File: src/rtl/bids_pkg.sv
// Shared constants for the bid-controller host sequencer.
// Holds the bid controller opcodes, its err codes and the sequencer state
// encoding (which is also reported on fail_step).
package bids_pkg;

    localparam int unsigned CTRL_OP_W = 4;
    localparam int unsigned DATA_W    = 32;
    localparam int unsigned ERR_W     = 3;
    localparam int unsigned STATE_W   = 4;

    // Bid controller opcodes
    localparam logic [CTRL_OP_W-1:0] OP_NOP       = 4'd0;
    localparam logic [CTRL_OP_W-1:0] OP_UNLOCK    = 4'd1;
    localparam logic [CTRL_OP_W-1:0] OP_LOCK      = 4'd2;
    localparam logic [CTRL_OP_W-1:0] OP_LOADX     = 4'd3;
    localparam logic [CTRL_OP_W-1:0] OP_LOADY     = 4'd4;
    localparam logic [CTRL_OP_W-1:0] OP_LOADZ     = 4'd5;
    localparam logic [CTRL_OP_W-1:0] OP_SETMASK   = 4'd6;
    localparam logic [CTRL_OP_W-1:0] OP_SETTIMER  = 4'd7;
    localparam logic [CTRL_OP_W-1:0] OP_BIDCHARGE = 4'd8;

    // Bid controller err codes; ERR_TIMEOUT is generated locally
    localparam logic [ERR_W-1:0] ERR_NONE           = 3'd0;
    localparam logic [ERR_W-1:0] ERR_BADKEY         = 3'd1;
    localparam logic [ERR_W-1:0] ERR_UNLOCKED       = 3'd2;
    localparam logic [ERR_W-1:0] ERR_START_UNLOCKED = 3'd3;
    localparam logic [ERR_W-1:0] ERR_INVALID        = 3'd4;
    localparam logic [ERR_W-1:0] ERR_TIMEOUT        = 3'd7;

    // Sequencer states; LDX..LOCK..RUN are consecutive so op states step by +1
    typedef logic [STATE_W-1:0] seq_state_t;
    localparam seq_state_t ST_IDLE     = 4'd0;
    localparam seq_state_t ST_WAIT_RDY = 4'd1;
    localparam seq_state_t ST_LDX      = 4'd2;
    localparam seq_state_t ST_LDY      = 4'd3;
    localparam seq_state_t ST_LDZ      = 4'd4;
    localparam seq_state_t ST_MASK     = 4'd5;
    localparam seq_state_t ST_TIMER    = 4'd6;
    localparam seq_state_t ST_COST     = 4'd7;
    localparam seq_state_t ST_LOCK     = 4'd8;
    localparam seq_state_t ST_RUN      = 4'd9;
    localparam seq_state_t ST_DRAIN    = 4'd10;
    localparam seq_state_t ST_CAPTURE  = 4'd11;
    localparam seq_state_t ST_UNLOCK   = 4'd12;
    localparam seq_state_t ST_FAIL     = 4'd13;

    // Opcode presented while the sequencer sits in a given state
    function automatic logic [CTRL_OP_W-1:0] state_op(input seq_state_t st);
        logic [CTRL_OP_W-1:0] op;
        op = OP_NOP;
        case (st)
            ST_LDX:    op = OP_LOADX;
            ST_LDY:    op = OP_LOADY;
            ST_LDZ:    op = OP_LOADZ;
            ST_MASK:   op = OP_SETMASK;
            ST_TIMER:  op = OP_SETTIMER;
            ST_COST:   op = OP_BIDCHARGE;
            ST_LOCK:   op = OP_LOCK;
            ST_UNLOCK: op = OP_UNLOCK;
            default:   op = OP_NOP;
        endcase
        return op;
    endfunction

endpackage

File: src/rtl/bids_seq_timer.sv
// Loadable down-counter with a zero flag, shared between the RUN length
// count and the ready/roundOver wait timeouts.
// Ports: clk, reset (sync, active-high), load/load_val (load wins over dec),
//        dec (count down, saturating at zero), zero_c (count is zero).
module bids_seq_timer #(
    parameter int unsigned W = 16
) (
    input  logic         clk,
    input  logic         reset,
    input  logic         load,
    input  logic [W-1:0] load_val,
    input  logic         dec,
    output logic         zero_c
);

    logic [W-1:0] count_q;
    logic [W-1:0] count_d;

    // Next count: load, else saturating decrement
    always_comb begin
        count_d = count_q;
        if (load) begin
            count_d = load_val;
        end else if (dec && (count_q != '0)) begin
            count_d = count_q - W'(1);
        end
    end

    always_ff @(posedge clk) begin
        if (reset) begin
            count_q <= '0;
        end else begin
            count_q <= count_d;
        end
    end

    assign zero_c = (count_q == '0);

endmodule

File: src/rtl/bids_round_sequencer.sv
// Host-side sequencer that runs one complete auction round on the bid
// controller: wait ready, load balances, mask, timer, charge, lock, hold
// C_start for cfg_len cycles, wait roundOver, capture results, unlock.
// Ports: go + cfg_* (round request/config), ready/err/roundOver/maxBid/win
//        (from bid controller), C_op/C_data/C_start (to bid controller),
//        busy/done/fail/fail_code/fail_step/res_max/res_win (status/results).
//        All outputs are registered.
module bids_round_sequencer
    import bids_pkg::*;
#(
    parameter int unsigned LEN_W   = 16,
    parameter int unsigned TIMEOUT = 64,
    parameter int unsigned OP_W    = 4
) (
    input  logic             clk,
    input  logic             reset,
    input  logic             go,
    input  logic [31:0]      cfg_x,
    input  logic [31:0]      cfg_y,
    input  logic [31:0]      cfg_z,
    input  logic [2:0]       cfg_mask,
    input  logic [3:0]       cfg_timer,
    input  logic [31:0]      cfg_cost,
    input  logic [31:0]      cfg_key,
    input  logic [LEN_W-1:0] cfg_len,
    input  logic             ready,
    input  logic [2:0]       err,
    input  logic             roundOver,
    input  logic [31:0]      maxBid,
    input  logic [2:0]       win,
    output logic [OP_W-1:0]  C_op,
    output logic [31:0]      C_data,
    output logic             C_start,
    output logic             busy,
    output logic             done,
    output logic             fail,
    output logic [2:0]       fail_code,
    output logic [3:0]       fail_step,
    output logic [31:0]      res_max,
    output logic [2:0]       res_win
);

    localparam int unsigned TO_W  = $clog2(TIMEOUT + 1);
    localparam int unsigned TMR_W = (LEN_W > TO_W) ? LEN_W : TO_W;

    seq_state_t         state_q, state_d;
    logic [31:0]        cfg_x_q, cfg_x_d;
    logic [31:0]        cfg_y_q, cfg_y_d;
    logic [31:0]        cfg_z_q, cfg_z_d;
    logic [2:0]         cfg_mask_q, cfg_mask_d;
    logic [3:0]         cfg_timer_q, cfg_timer_d;
    logic [31:0]        cfg_cost_q, cfg_cost_d;
    logic [31:0]        cfg_key_q, cfg_key_d;
    logic [LEN_W-1:0]   cfg_len_q, cfg_len_d;
    logic [OP_W-1:0]    c_op_q, c_op_d;
    logic [DATA_W-1:0]  c_data_q, c_data_d;
    logic               c_start_q, c_start_d;
    logic               busy_q, busy_d;
    logic               done_q, done_d;
    logic               fail_q, fail_d;
    logic [ERR_W-1:0]   fail_code_q, fail_code_d;
    logic [STATE_W-1:0] fail_step_q, fail_step_d;
    logic [31:0]        res_max_q, res_max_d;
    logic [2:0]         res_win_q, res_win_d;

    logic               tmr_load;
    logic [TMR_W-1:0]   tmr_val;
    logic [TMR_W-1:0]   run_val;
    logic               tmr_zero_c;

    // Next-state, config latch, status and result capture
    always_comb begin
        state_d     = state_q;
        cfg_x_d     = cfg_x_q;
        cfg_y_d     = cfg_y_q;
        cfg_z_d     = cfg_z_q;
        cfg_mask_d  = cfg_mask_q;
        cfg_timer_d = cfg_timer_q;
        cfg_cost_d  = cfg_cost_q;
        cfg_key_d   = cfg_key_q;
        cfg_len_d   = cfg_len_q;
        fail_code_d = fail_code_q;
        fail_step_d = fail_step_q;
        res_max_d   = res_max_q;
        res_win_d   = res_win_q;
        done_d      = 1'b0;

        case (state_q)
            ST_IDLE: begin
                if (go) begin
                    state_d     = ST_WAIT_RDY;
                    cfg_x_d     = cfg_x;
                    cfg_y_d     = cfg_y;
                    cfg_z_d     = cfg_z;
                    cfg_mask_d  = cfg_mask;
                    cfg_timer_d = cfg_timer;
                    cfg_cost_d  = cfg_cost;
                    cfg_key_d   = cfg_key;
                    cfg_len_d   = cfg_len;
                    fail_code_d = ERR_NONE;
                    fail_step_d = '0;
                end
            end
            ST_WAIT_RDY: begin
                if (ready) begin
                    state_d = ST_LDX;
                end else if (tmr_zero_c) begin
                    state_d     = ST_FAIL;
                    fail_code_d = ERR_TIMEOUT;
                    fail_step_d = state_q;
                end
            end
            ST_LDX, ST_LDY, ST_LDZ, ST_MASK, ST_TIMER, ST_COST, ST_LOCK: begin
                if (err != ERR_NONE) begin
                    state_d     = ST_FAIL;
                    fail_code_d = err;
                    fail_step_d = state_q;
                end else begin
                    state_d = state_q + STATE_W'(1);
                end
            end
            ST_RUN: begin
                // err is deliberately ignored while bidding is live
                if (tmr_zero_c) begin
                    state_d = ST_DRAIN;
                end
            end
            ST_DRAIN: begin
                if (roundOver) begin
                    state_d = ST_CAPTURE;
                end else if (tmr_zero_c) begin
                    state_d     = ST_FAIL;
                    fail_code_d = ERR_TIMEOUT;
                    fail_step_d = state_q;
                end
            end
            ST_CAPTURE: begin
                res_max_d = maxBid;
                res_win_d = win;
                state_d   = ST_UNLOCK;
            end
            ST_UNLOCK: begin
                if (err != ERR_NONE) begin
                    state_d     = ST_FAIL;
                    fail_code_d = err;
                    fail_step_d = state_q;
                end else begin
                    state_d = ST_IDLE;
                    done_d  = 1'b1;
                end
            end
            ST_FAIL: begin
                state_d = ST_IDLE;
            end
            default: begin
                state_d = ST_IDLE;
            end
        endcase
    end

    // Controller-facing outputs follow the state being entered so they are
    // registered yet valid for the whole cycle of that state
    always_comb begin
        c_op_d    = OP_W'(state_op(state_d));
        c_start_d = (state_d == ST_RUN);
        busy_d    = (state_d != ST_IDLE);
        fail_d    = (state_d == ST_FAIL);
        c_data_d  = '0;
        case (state_d)
            ST_LDX:             c_data_d = cfg_x_q;
            ST_LDY:             c_data_d = cfg_y_q;
            ST_LDZ:             c_data_d = cfg_z_q;
            ST_MASK:            c_data_d = DATA_W'(cfg_mask_q);
            ST_TIMER:           c_data_d = DATA_W'(cfg_timer_q);
            ST_COST:            c_data_d = cfg_cost_q;
            ST_LOCK, ST_UNLOCK: c_data_d = cfg_key_q;
            default:            c_data_d = '0;
        endcase
    end

    // Timer reloads on every state entry; RUN counts max(cfg_len,1) cycles
    always_comb begin
        run_val  = (cfg_len_q == '0) ? '0 : TMR_W'(cfg_len_q - LEN_W'(1));
        tmr_load = (state_d != state_q);
        tmr_val  = (state_d == ST_RUN) ? run_val : TMR_W'(TIMEOUT - 1);
    end

    bids_seq_timer #(
        .W (TMR_W)
    ) u_timer (
        .clk      (clk),
        .reset    (reset),
        .load     (tmr_load),
        .load_val (tmr_val),
        .dec      (1'b1),
        .zero_c   (tmr_zero_c)
    );

    always_ff @(posedge clk) begin
        if (reset) begin
            state_q     <= ST_IDLE;
            cfg_x_q     <= '0;
            cfg_y_q     <= '0;
            cfg_z_q     <= '0;
            cfg_mask_q  <= '0;
            cfg_timer_q <= '0;
            cfg_cost_q  <= '0;
            cfg_key_q   <= '0;
            cfg_len_q   <= '0;
            c_op_q      <= '0;
            c_data_q    <= '0;
            c_start_q   <= 1'b0;
            busy_q      <= 1'b0;
            done_q      <= 1'b0;
            fail_q      <= 1'b0;
            fail_code_q <= '0;
            fail_step_q <= '0;
            res_max_q   <= '0;
            res_win_q   <= '0;
        end else begin
            state_q     <= state_d;
            cfg_x_q     <= cfg_x_d;
            cfg_y_q     <= cfg_y_d;
            cfg_z_q     <= cfg_z_d;
            cfg_mask_q  <= cfg_mask_d;
            cfg_timer_q <= cfg_timer_d;
            cfg_cost_q  <= cfg_cost_d;
            cfg_key_q   <= cfg_key_d;
            cfg_len_q   <= cfg_len_d;
            c_op_q      <= c_op_d;
            c_data_q    <= c_data_d;
            c_start_q   <= c_start_d;
            busy_q      <= busy_d;
            done_q      <= done_d;
            fail_q      <= fail_d;
            fail_code_q <= fail_code_d;
            fail_step_q <= fail_step_d;
            res_max_q   <= res_max_d;
            res_win_q   <= res_win_d;
        end
    end

    assign C_op      = c_op_q;
    assign C_data    = c_data_q;
    assign C_start   = c_start_q;
    assign busy      = busy_q;
    assign done      = done_q;
    assign fail      = fail_q;
    assign fail_code = fail_code_q;
    assign fail_step = fail_step_q;
    assign res_max   = res_max_q;
    assign res_win   = res_win_q;

endmodule

File: config.mk
export PLATFORM = sky130hd
export DESIGN_NAME = bids_round_sequencer
export DESIGN_NICKNAME = d
export VERILOG_FILES = /design/src/rtl/bids_pkg.sv /design/src/rtl/bids_seq_timer.sv /design/src/rtl/bids_round_sequencer.sv
export SDC_FILE = /design/constraint.sdc
export NUM_CORES = 1
export LEC_CHECK = 0
export ABC_AREA = 1
export BUFFER_PORTS_ARGS = -buffer_cell sky130_fd_sc_hd__buf_2
export CORE_UTILIZATION = 29
export DETAILED_ROUTE_END_ITERATION = 8
export HOLD_SLACK_MARGIN = 0.1
export REMOVE_ABC_BUFFERS = 1
export SKIP_LAST_GASP = 1
export SYNTH_ARGS = -nofsm -noshare
export SYNTH_HDL_FRONTEND = slang
export SYNTH_SLANG_ARGS = --single-unit
File: constraint.sdc
create_clock -name clk -period 3.7 [get_ports clk]
set_input_delay 0.185 -clock clk [delete_from_list [all_inputs] [get_ports clk]]
set_output_delay 0.185 -clock clk [all_outputs]
set_load 0.02 [all_outputs]
* After elaboration in Yosys (flattened, before gate mapping)
Memories as Yosys holds them, arrays and structs flattened. A register that Yosys moved wholly into a read port is not among the register bits.
Cells that the tools add are included.
** Word-level totals
- Register bits after elaboration :: 281
- Memory bits (read-only) :: 64
- Input bits :: 226
- Output and inout bits :: 82
- Word-level logic and storage cells :: 91
- Memories :: 1
** Memories
- (no name shown) :: depth 16, width 4, rd ports 1, clocked after memory_dff 1, write ports 0, line bids_pkg.sv:51 : case (st)
** Cells by class
- Add/sub/neg operators :: 3
- Equal/unequal tests :: 27
- Mux-type cells :: 26
- Bitwise logic cells :: 1
- Reduce and logical (&&, ||, !) cells :: 14
** Operators with widths (count)
- 32-bit case mux with 7 select lines :: 1
- 16-bit 2-to-1 mux :: 4
- 4-bit 2-to-1 mux :: 12
- 4-bit == test (second input constant) :: 9
- 4-bit by 3-bit == test with 1-bit output (second input constant) :: 8
- 16-bit zero test :: 2
- 16-bit by 1-bit subtractor with 16-bit output (second input constant) :: 2
- 4-bit case mux with 7 select lines :: 1
- 4-bit by 2-bit == test with 1-bit output (second input constant) :: 4
- 4-bit case mux with 4 select lines :: 1
- 16-bit nonzero test :: 1
- 3-bit 2-to-1 mux :: 5
- 3-bit case mux with 4 select lines :: 1
- 4-bit nonzero test :: 2
- 8-bit OR reduction :: 1
- 7-bit OR reduction :: 1
- 2-bit inequality test (second input constant) :: 3
- 5-bit AND reduction :: 1
- 4-bit by 1-bit adder with 4-bit output (second input constant) :: 1
- 4-bit by 1-bit == test with 1-bit output (second input constant) :: 1
- 4-bit zero test :: 1
- 4-bit inequality test :: 1
- 2-bit OR reduction :: 2
- 3-bit nonzero test :: 1
- 5 further kinds :: 5

* Longest topological paths before layout
Gate-level depths: netlist (run 1).
- Depth after elaboration :: 7
- Gate-level depth with buffers :: 19
- Depth with buffers taken out :: 18

* Hierarchy
A second synthesis (run 1) with hierarchy kept.
** Second synthesis, totals
- Cells, all modules :: 1774
- Area total of the unflattened synthesis :: 12504.5 um2
** Modules (own cells, without submodules)
- bids_round_sequencer :: times used 1, cells each 1554, area each 11298.3 um2, sequential area each 5385.2 um2
- bids_seq_timer :: times used 1, cells each 220, area each 1206.2 um2, sequential area each 320.3 um2

* Worst setup path before layout (run 1)
OpenSTA, ideal clock, no wires.
- Kind :: register to register
- Start :: reg state_q[0]
- End :: reg c_data_q[22], in the netlist C_data[22]
- Library setup time :: 0.132 ns
- Arrival :: 2.712 ns
- Data required time :: 3.568 ns
- Path slack :: 0.856 ns
- Cell stages (with the launch flop) :: 19
- Buffers on the path :: 2
- Period minus slack after synthesis :: 2.844 ns
- Cell sequence :: dfxtp_1 clkbuf_1 inv_1 ha_1 or2_2 nand2_1 nand3_2 a21oi_1 nand3_2 ha_1 inv_1 nor2_2 nand2_2 inv_2 buf_4 nand2_1 o21ai_0 a21oi_1 a21oi_1
** Between the ends
- Cells in the longest elaborated chain, start to end :: 6
- Elaborated cells on any way between the ends :: 32
- Those cells by class :: add/sub: 1; eq/ne: 20; mux: 8; reduce/logical: 3
** RTL lines
- from (decl) :: line bids_round_sequencer.sv:46 : seq_state_t state_q, state_d;
- from (signal assigned) :: line bids_round_sequencer.sv:221 : state_q <= state_d;
- 4-bit by 1-bit adder with 4-bit output (tied with other cells) :: line bids_round_sequencer.sv:119 : state_d = state_q + STATE_W'(1);
- 4-bit 2-to-1 mux (tied with other cells) :: line bids_round_sequencer.sv:114 : if (err != ERR_NONE) begin
- 4-bit case mux with 7 select lines (*) :: line bids_round_sequencer.sv:88 : case (state_q)
- named net state_d[0] :: line bids_round_sequencer.sv:46
- 4-bit == test :: line bids_round_sequencer.sv:169 : case (state_d)
- 2-bit OR reduction :: line bids_round_sequencer.sv:169
- 32-bit case mux with 7 select lines (*) :: line bids_round_sequencer.sv:169
- to (signal assigned) :: line bids_round_sequencer.sv:231 : c_data_q <= c_data_d;
- to (decl) :: line bids_round_sequencer.sv:56 : logic [DATA_W-1:0] c_data_q, c_data_d;
Mark *: on every way through the listed nets, which the timed path passes. The rest lies on a longest branch.
A chain may end at the register's enable or synchronous reset.

* Worst setup path in the final report (run 1)
- Start :: reg state_q[1]
- End :: reg c_data_q[1], in the netlist C_data[1]
** Between the ends
- Cells in the longest elaborated chain, start to end :: 6
- Elaborated cells on any way between the ends :: 32
- Those cells by class :: add/sub: 1; eq/ne: 20; mux: 8; reduce/logical: 3
** RTL lines (line)
- 4-bit by 2-bit == test with 1-bit output (tied with other cells) :: bids_round_sequencer.sv:88
- 7-bit OR reduction :: bids_round_sequencer.sv:88
- 4-bit case mux with 7 select lines (*) :: bids_round_sequencer.sv:88
- named net state_d[0] :: bids_round_sequencer.sv:46
- 4-bit == test :: bids_round_sequencer.sv:169
- 2-bit OR reduction :: bids_round_sequencer.sv:169
- 32-bit case mux with 7 select lines (*) :: bids_round_sequencer.sv:169
Marks and branches as above.

==> results.rst, run 1 <==
.. list-table::
   :header-rows: 1

   * - Metric
     - Value
   * - Outcome
     - completed
   * - Leading area contributor after synthesis
     - dfxtp_1
   * - Placement Rows
     - 74
   * - Antenna violations before repair
     - 2
   * - TritonCTS clock tree
     - yes
   * - Worst-Skew Late Latency
     - 0.53 ns
   * - Cell area power density
     - 727.0 mW/mm^2
   * - Capturing point of the worst reg2reg path
     - C_data[1]
   * - Slowest Stage Delay on Critical Path
     - 0.53 ns
   * - Total number of vias
     - 12,989
   * - Cells after synthesis
     - 1,612
   * - Total area of multi-input combinational cells
     - 0.005334 sq mm
   * - Synth async-reset ratio
     - 0%
   * - # clock sinks
     - 285
   * - CP bufs+invs
     - 4
   * - Number of top-level design ports
     - 308
   * - Part of the Yosys area used for sequential elements
     - 47.44%
   * - Final Util
     - 43.26%
   * - Standard cell with the maximum stage delay on the critical path
     - dfxtp_1
   * - Number of warnings printed during yosys synthesis
     - 0
   * - Root Buffer
     - clkbuf_16
   * - Commonest cells in the synthesized netlist
     - 285 x dfxtp_1, 280 x a21oi_1, 263 x nand2_1
   * - Post-route minimum period
     - 3.385 ns
   * - Post-Synthesis Mean Instance Area
     - 7.461 sq um
   * - Maximum frequency from static timing analysis
     - 295.4 MHz
   * - Wirelength per Cell
     - 15.93 um
   * - Level count of the clock H-tree
     - 2
   * - Remaining global-route overflow
     - 0
   * - First-pass iteration count of the detailed router
     - 7
   * - Floorplan core area
     - 0.04083 sq mm
   * - Worst vdd rail ir drop
     - 0.0009788 V
   * - Required arrival time at the worst endpoint
     - 4.14 ns
   * - Number of gates resized after cts
     - 0
   * - Final nets
     - 2,360
   * - R2r startpoint
     - state_q[1]
   * - Post-synthesis cell area
     - 0.01203 sq mm
   * - Power after layout
     - 12.84 mW
   * - Final WS setup
     - 0.3150 ns
   * - Starting density of the core
     - 29.46%
   * - Crit path launch type
     - flip-flop
   * - Worst-case register-to-register setup slack
     - 0.31 ns
   * - Critical Path Most Common Cell
     - nand2_1
   * - R2R cell count
     - 17
   * - Unrepaired setup endpoints after global routing
     - false
   * - GRT Total Usage
     - 19.51%
   * - Count of input and output buffers
     - 307
   * - WP depth
     - 17
   * - Largest net degree at the start of global routing
     - 192
   * - Yosys cell types
     - 37
   * - Count of flip-flops with a built-in enable after synthesis
     - 0
   * - Leading post-synthesis cells by cell area
     - dfxtp_1 47%, a21oi_1 12%, nand2_1 8.2%
   * - Global-route wire length before repair
     - 65.46 mm
   * - Number of design rule violations left after detail routing
     - 0
   * - Total clock buffers created by CTS
     - 35
   * - Placed cell areas
     - 0.01398 sq mm
   * - Library cell with the highest instance count after synthesis
     - dfxtp_1
   * - Count of buffers added by post-CTS timing repair for setup
     - 0
   * - Post-placement worst setup slack
     - 0.2013 ns
   * - Total wirelength of the detailed-routed design
     - 42.71 mm
   * - Number of placed cells counting well taps
     - 2,364
   * - Critical-path maximum fanout
     - 18
   * - List of cells traversed by the critical path
     - inv_1 -> ha_1 -> nand2_1 -> nand2_1 -> nand2_1 -> nand3_2 -> a21oi_1 -> nand3_2 -> inv_1 -> ha_1 -> nand2_2 -> inv_1 -> buf_12 -> nand2_1 -> o21ai_1 -> nor2_1 -> a21oi_1
   * - Die Wd
     - 205.7 um
   * - Class of the most critical setup path
     - reg2reg
   * - Detailed Place HPWL
     - 25.82 mm
   * - Via density
     - 4.845
   * - Non-filler instance count after layout
     - 2,681
   * - Slew Viols, Final
     - 0
   * - Endpoint class of the critical path
     - flip-flop
   * - Fraction of post-synthesis cell area in the top cell type by area
     - 47.44%
   * - Post-route clock skew
     - 0.01853 ns
   * - FF+latch count, synth
     - 285
   * - Final ANT Viol Nets
     - 0
   * - Via count of the first global-routing pass
     - 12,770
   * - Final instance area
     - 0.01767 sq mm
   * - Chip height
     - 205.7 um
   * - Leakage power
     - 7.522 nW
   * - Final sum of negative setup slack
     - 0 ns
   * - Critical path arrival
     - 3.83 ns
   * - Maxcap violations
     - 0
   * - Most frequently used flop master after synthesis
     - dfxtp_1
   * - Min-delay worst type
     - in2reg
   * - Layout overhead on the synthesized area
     - 46.87%
   * - Endpoint of the most critical setup path
     - C_data[1]
   * - Final period utilization
     - 91.49%
   * - Remaining max-slew budget at the tightest pin
     - 17.86%
   * - Kind of cell adding the most delay to the critical path
     - buffers and inverters
   * - Transition time at the pin with the least slew margin
     - 1.232 ns
   * - Worst hold slack across all endpoints
     - 0.3215 ns
   * - Start point of the critical path
     - state_q[1]
   * - Final number of hold-violating endpoints
     - 0
   * - Die Outline Area
     - 0.04229 sq mm
   * - Fill cells
     - 3,901
   * - Placer's final routability congestion estimate
     - 0.8658
   * - Max clock buf depth
     - 3
   * - Endpoints failing setup
     - 0
   * - Area taken by flip-flops and latches
     - 0.005705 sq mm
   * - 1st-iter DRT viols
     - 911
   * - Fraction of final layout cells with drive strength greater than 1
     - 19.56%
   * - Clock-pin slew of the registers on the worst-case setup and hold paths
     - 0.06 ns
## how the worst min path moves through the flow
stage | start | end | cells past startpoint | slack [ns]
4_1_cts | roundOver | C_op[2] | 6 | 0.27
3_5_place_dp | cfg_key_q[18] | cfg_key_q[18] | 2 | 0.44
6_report | roundOver | state_q[2] | 6 | 0.32
5_1_grt | roundOver | C_op[2] | 6 | 0.35
3_3_place_gp | cfg_key_q[31] | cfg_key_q[31] | 2 | 0.43
2_1_floorplan | reset | C_data[0] | 1 | 0.25
## power by group
group	switching, mW	internal [mW]	leakage [nW]
Clock	1.36	2.05	0.565
Sequential	0.412	3.92	2.33
Combinational	3.43	1.68	4.62
## kinds of logic (layout without fill, tap and decap cells)
kind of cell,Yosys count,in the layout,share of synthesized area (%)
simple gates,566,567,20.99
compound gates,469,469,20.23
flops,285,285,47.44
buf+inv,257,791,8.384
xor+xnor,22,22,1.602
fa+ha+maj,13,13,1.352
other cells,0,2,0
## metal layers
layer	track usage (%)	vias up	wire (um)
met5	0	-	0
met4	7.566	0	1279
li1	-	6390	-
met2	33.73	480	20580
met3	3.738	99	2738
met1	23.71	6020	18110
## cells in the final DEF, fill, tap and decap left out, drive strengths merged
master / n
dlygate4sd3: 252
dfxtp: 285
nand2: 275
nor3: 15
nand3b: 2
clkinvlp: 3
bufinv: 1
a22oi: 21
or2: 4
nand3: 157
nor4: 7
a21oi: 281
and2: 1
a31oi: 3
inv: 152
xnor2: 2
nand4: 10
o22ai: 18
a31o: 1
ha: 13
clkinv: 8
buf: 324
diode: 2
o21ai: 145
xor2: 20
clkbuf: 51
nor2: 96
## worst reg2reg max path, delay by kind of cell (launching register included)
family          cells  cell delay (ns)
fa+ha+maj           2             0.54
simple gates        8             0.89
flops               1             0.53
compound gates      3             0.43
buf+inv             4             0.89
## flip-flops by register name, summed over array words and instances (netlist names)
register / flops
fail_step: 4
cfg_mask_q: 3
fail: 1
C_start: 1
cfg_timer_q: 4
busy: 1
cfg_x_q: 32
done: 1
res_win: 3
cfg_len_q: 16
C_data: 32
cfg_key_q: 32
cfg_z_q: 32
cfg_cost_q: 32
fail_code: 3
state_q: 4
u_timer.count_q: 16
cfg_y_q: 32
C_op: 4
res_max: 32
## area by class of cell
type	count	area share, %
diodes	2	0.02833
clock buffers	51	5.928
clock inverters	12	0.6516
inverters	152	3.244
multi-input cells	1071	30.19
flip-flops and latches	285	32.30
well taps	532	3.768
repair buffers	576	23.89
## timing repair
action | 4_1_cts | 5_1_grt
endpoints found under the hold margin | 229 | 0
endpoints found under the setup margin | 0 | 17
hold buffers | 252 | 0
No activity file was read; power rests on OpenSTA's default activity.
==> run 2, diff against run 1 <==
ABC_AREA = not set   (was 1)
CORE_MARGIN = 3   (was not set)
GPL_ROUTABILITY_DRIVEN = 0   (was not set)
==> results.rst, run 2 <==
.. list-table::
   :header-rows: 1

   * - Metric
     - Value
   * - Outcome
     - completed
   * - Area taken by flip-flops and latches
     - 0.005707 sq mm
   * - Remaining global-route overflow
     - 0
   * - Number of warnings printed during yosys synthesis
     - 0
   * - Min-delay worst type
     - in2reg
   * - Part of the Yosys area used for sequential elements
     - 48.90%
   * - Die Wd
     - 206.6 um
   * - Remaining max-slew budget at the tightest pin
     - 20.66%
   * - Total area of multi-input combinational cells
     - 0.005522 sq mm
   * - Endpoint class of the critical path
     - flip-flop
   * - Combinational family with the most area after synthesis
     - simple AND/OR/NAND/NOR gates
   * - Starting density of the core
     - 29.78%
   * - Total clock buffers created by CTS
     - 31
   * - Wirelength per Cell
     - 16.36 um
   * - Simple logic cell fraction of the synthesized area
     - 21.07%
   * - Detailed Place HPWL
     - 26.11 mm
   * - Kind of cell adding the most delay to the critical path
     - simple AND/OR/NAND/NOR gates
   * - Number of top-level design ports
     - 308
   * - Worst-Skew Late Latency
     - 0.59 ns
   * - Crit path launch type
     - flip-flop
   * - Fraction of the mapped netlist area in adder cells
     - 1.394%
   * - List of cells traversed by the critical path
     - inv_1 -> ha_1 -> or3b_2 -> or4_4 -> a31oi_2 -> o21ai_0 -> a21oi_2 -> inv_1 -> ha_1 -> nand3_2 -> buf_6 -> nor2_2 -> buf_4 -> a222oi_1 -> a21oi_1
   * - FF+latch count, synth
     - 285
   * - Total wirelength of the detailed-routed design
     - 41.03 mm
   * - Post-Synthesis Mean Instance Area
     - 8.003 sq um
   * - CP bufs+invs
     - 4
   * - Final ANT Viol Nets
     - 0
   * - Antenna violations before repair
     - 3
   * - 1st-iter DRT viols
     - 985
   * - Leading post-synthesis cells by cell area
     - dfxtp_1 49%, nand2_1 15%, a21oi_1 12%
   * - Start point of the critical path
     - u_timer.count_q[0]
   * - Final number of hold-violating endpoints
     - 0
   * - Via count of the first global-routing pass
     - 12,310
   * - Final period utilization
     - 96.18%
   * - Yosys cell types
     - 62
   * - Layer with the highest usage after global routing
     - met2
   * - Slowest Stage Delay on Critical Path
     - 0.57 ns
   * - Leading area contributor after synthesis
     - dfxtp_1
   * - Max clock buf depth
     - 3
   * - Chip height
     - 206.6 um
   * - Floorplan core area
     - 0.03919 sq mm
   * - Fraction of final layout cells with drive strength greater than 1
     - 22.54%
   * - M3 GR Usage
     - 3.528%
   * - Number of design rule violations left after detail routing
     - 0
   * - Synth async-reset ratio
     - 0%
   * - Root Buffer
     - clkbuf_16
   * - Leading cell type in the layout, fill and taps excluded
     - nand2_1
   * - Multiplexer area fraction after synthesis
     - 1.823%
   * - Global-route met2 utilization
     - 30.77%
   * - Critical path arrival
     - 4.03 ns
   * - TritonCTS clock tree
     - yes
   * - Transition time at the pin with the least slew margin
     - 1.187 ns
   * - Post-route minimum period
     - 3.559 ns
   * - Compound-cell area share of the yosys netlist
     - 20.38%
   * - Maximum frequency from static timing analysis
     - 281.0 MHz
   * - Placed cell areas
     - 0.01389 sq mm
   * - Maxcap violations
     - 0
   * - Slew Viols, Final
     - 0
   * - GRT met1 Usage
     - 23.34%
   * - First-pass iteration count of the detailed router
     - 5
   * - Xor and xnor area share after synthesis
     - 2.027%
   * - Final nets
     - 2,203
   * - Count of input and output buffers
     - 307
   * - Level count of the clock H-tree
     - 1
   * - Post-route clock skew
     - 0.01336 ns
   * - Leakage power
     - 7.026 nW
   * - Required arrival time at the worst endpoint
     - 4.17 ns
   * - Total number of vias
     - 12,314
   * - Fraction of post-synthesis cell area in the top cell type by area
     - 48.90%
   * - Largest net degree at the start of global routing
     - 119
   * - GRT Total Usage
     - 18.38%
   * - Commonest cells after routing, fill and taps aside
     - 466 x nand2_1, 306 x buf_2, 284 x dfxtp_1
   * - Cells after synthesis
     - 1,458
   * - Final sum of negative setup slack
     - 0 ns
   * - Commonest cells in the synthesized netlist
     - 466 x nand2_1, 285 x dfxtp_1, 270 x a21oi_1
   * - Non-filler instance count after layout
     - 2,508
   * - Via density
     - 4.910
   * - Standard cell with the maximum stage delay on the critical path
     - or4_4
   * - Most frequently used flop master after synthesis
     - dfxtp_1
   * - Placement Rows
     - 72
   * - Number of placed cells counting well taps
     - 2,227
   * - R2r startpoint
     - u_timer.count_q[0]
   * - Class of the most critical setup path
     - reg2reg
   * - Final instance area
     - 0.01724 sq mm
   * - Count of flip-flops with a built-in enable after synthesis
     - 0
   * - Post-synthesis cell area
     - 0.01167 sq mm
   * - Critical-path maximum fanout
     - 10
   * - Cell area power density
     - 755.3 mW/mm^2
   * - Worst vdd rail ir drop
     - 0.0003794 V
   * - Die Outline Area
     - 0.04268 sq mm
   * - Layout overhead on the synthesized area
     - 47.77%
   * - Clock-pin slew of the registers on the worst-case setup and hold paths
     - 0.06 ns
   * - Hold path start
     - reset
   * - Endpoints failing setup
     - 0
   * - Global-route wire length before repair
     - 63.42 mm
   * - Library cell with the highest instance count after synthesis
     - nand2_1
   * - # clock sinks
     - 285
   * - Fill cells
     - 3,825
[run 2: changes by cell type in the layout (fill, tap and decap cells not counted), moves of 10 or more]
cell and change:
xnor2_1 +17, nand2_1 +203, o22ai_1 -17, o21ai_0 -125, xor2_1 -12, buf_4 +34
nor2_1 -42, a222oi_1 +22, a22oi_1 +15, a21oi_1 -13, dlygate4sd3_1 -31, nand2_2 -10
inv_1 -131, nand3_1 -145
[run 2: area by class of cell]
cell class	instances	area share, %
clock inverters	13	1.103
well taps	518	3.759
diodes	2	0.02903
flip-flops and latches	285	33.10
clock buffers	44	5.130
repair buffers	585	24.58
inverters	13	0.2830
multi-input cells	1048	32.02
[run 2: path summary, 6_finish.rpt]
kind	endpoint	slack, ns	cells after the start
worst min-delay path	cfg_y_q[25]	0.23	2
worst max register to register	C_data[15]	0.14	15
worst min register to register	res_max[5]	0.45	2
worst max-delay path	C_data[15]	0.14	15
[run 2: cells by family (layout without fill, tap and decap cells)]
| family | Yosys count | after routing |
|---|---|---|
| simple gates | 593 | 593 |
| compound gates | 397 | 397 |
| flops | 285 | 285 |
| buf+inv | 125 | 655 |
| xor+xnor | 27 | 27 |
| mux | 18 | 18 |
| fa+ha+maj | 13 | 13 |
| other cells | 0 | 2 |
[run 2: per-layer routing]
metal | wire length, um | up-vias
met5 | 13 | -
met4 | 1734 | 2
met3 | 2874 | 109
met2 | 19140 | 471
met1 | 17270 | 5737
li1 | - | 5995
[run 2: through the flow]
stage	worst slack (ns)	util, %	total power, mW	hold slack (ns)
floorplan	-4.043	-	7.374	0.2541
global placement	0.08226	35.46	9.421	0.4284
detailed placement	-0.09764	35.46	9.549	0.4304
CTS	0.03494	43.90	13.04	0.2554
global route	-0.002456	44.00	13.87	0.2969
finish	0.1412	44.00	13.02	0.2325
[run 2: power breakdown]
part / internal, mW / switching [mW]
Combinational: 2.19 / 3.50
Sequential: 3.68 / 0.403
Clock: 1.95 / 1.31
[run 2: worst register-to-register path: cells and delay by family, from the launching register on]
| kind | cells | cell delay [ns] |
|---|---|---|
| AND/OR/NAND/NOR | 4 | 1.20 |
| AO/OA/AOI/OAI | 5 | 1.04 |
| buffers and inverters | 4 | 0.50 |
| adder cells (fa/ha/maj) | 2 | 0.39 |
| flip-flops | 1 | 0.32 |
[run 2: repair_timing]
| item | in CTS | in global routing |
|---|---|---|
| pin swaps | 0 | 3 |
| buffers inserted | 1 | 0 |
| resized for setup | 3 | 11 |
| setup endpoints to repair | 20 | 50 |
| hold endpoints to repair | 222 | 0 |
| hold buffers | 221 | 0 |
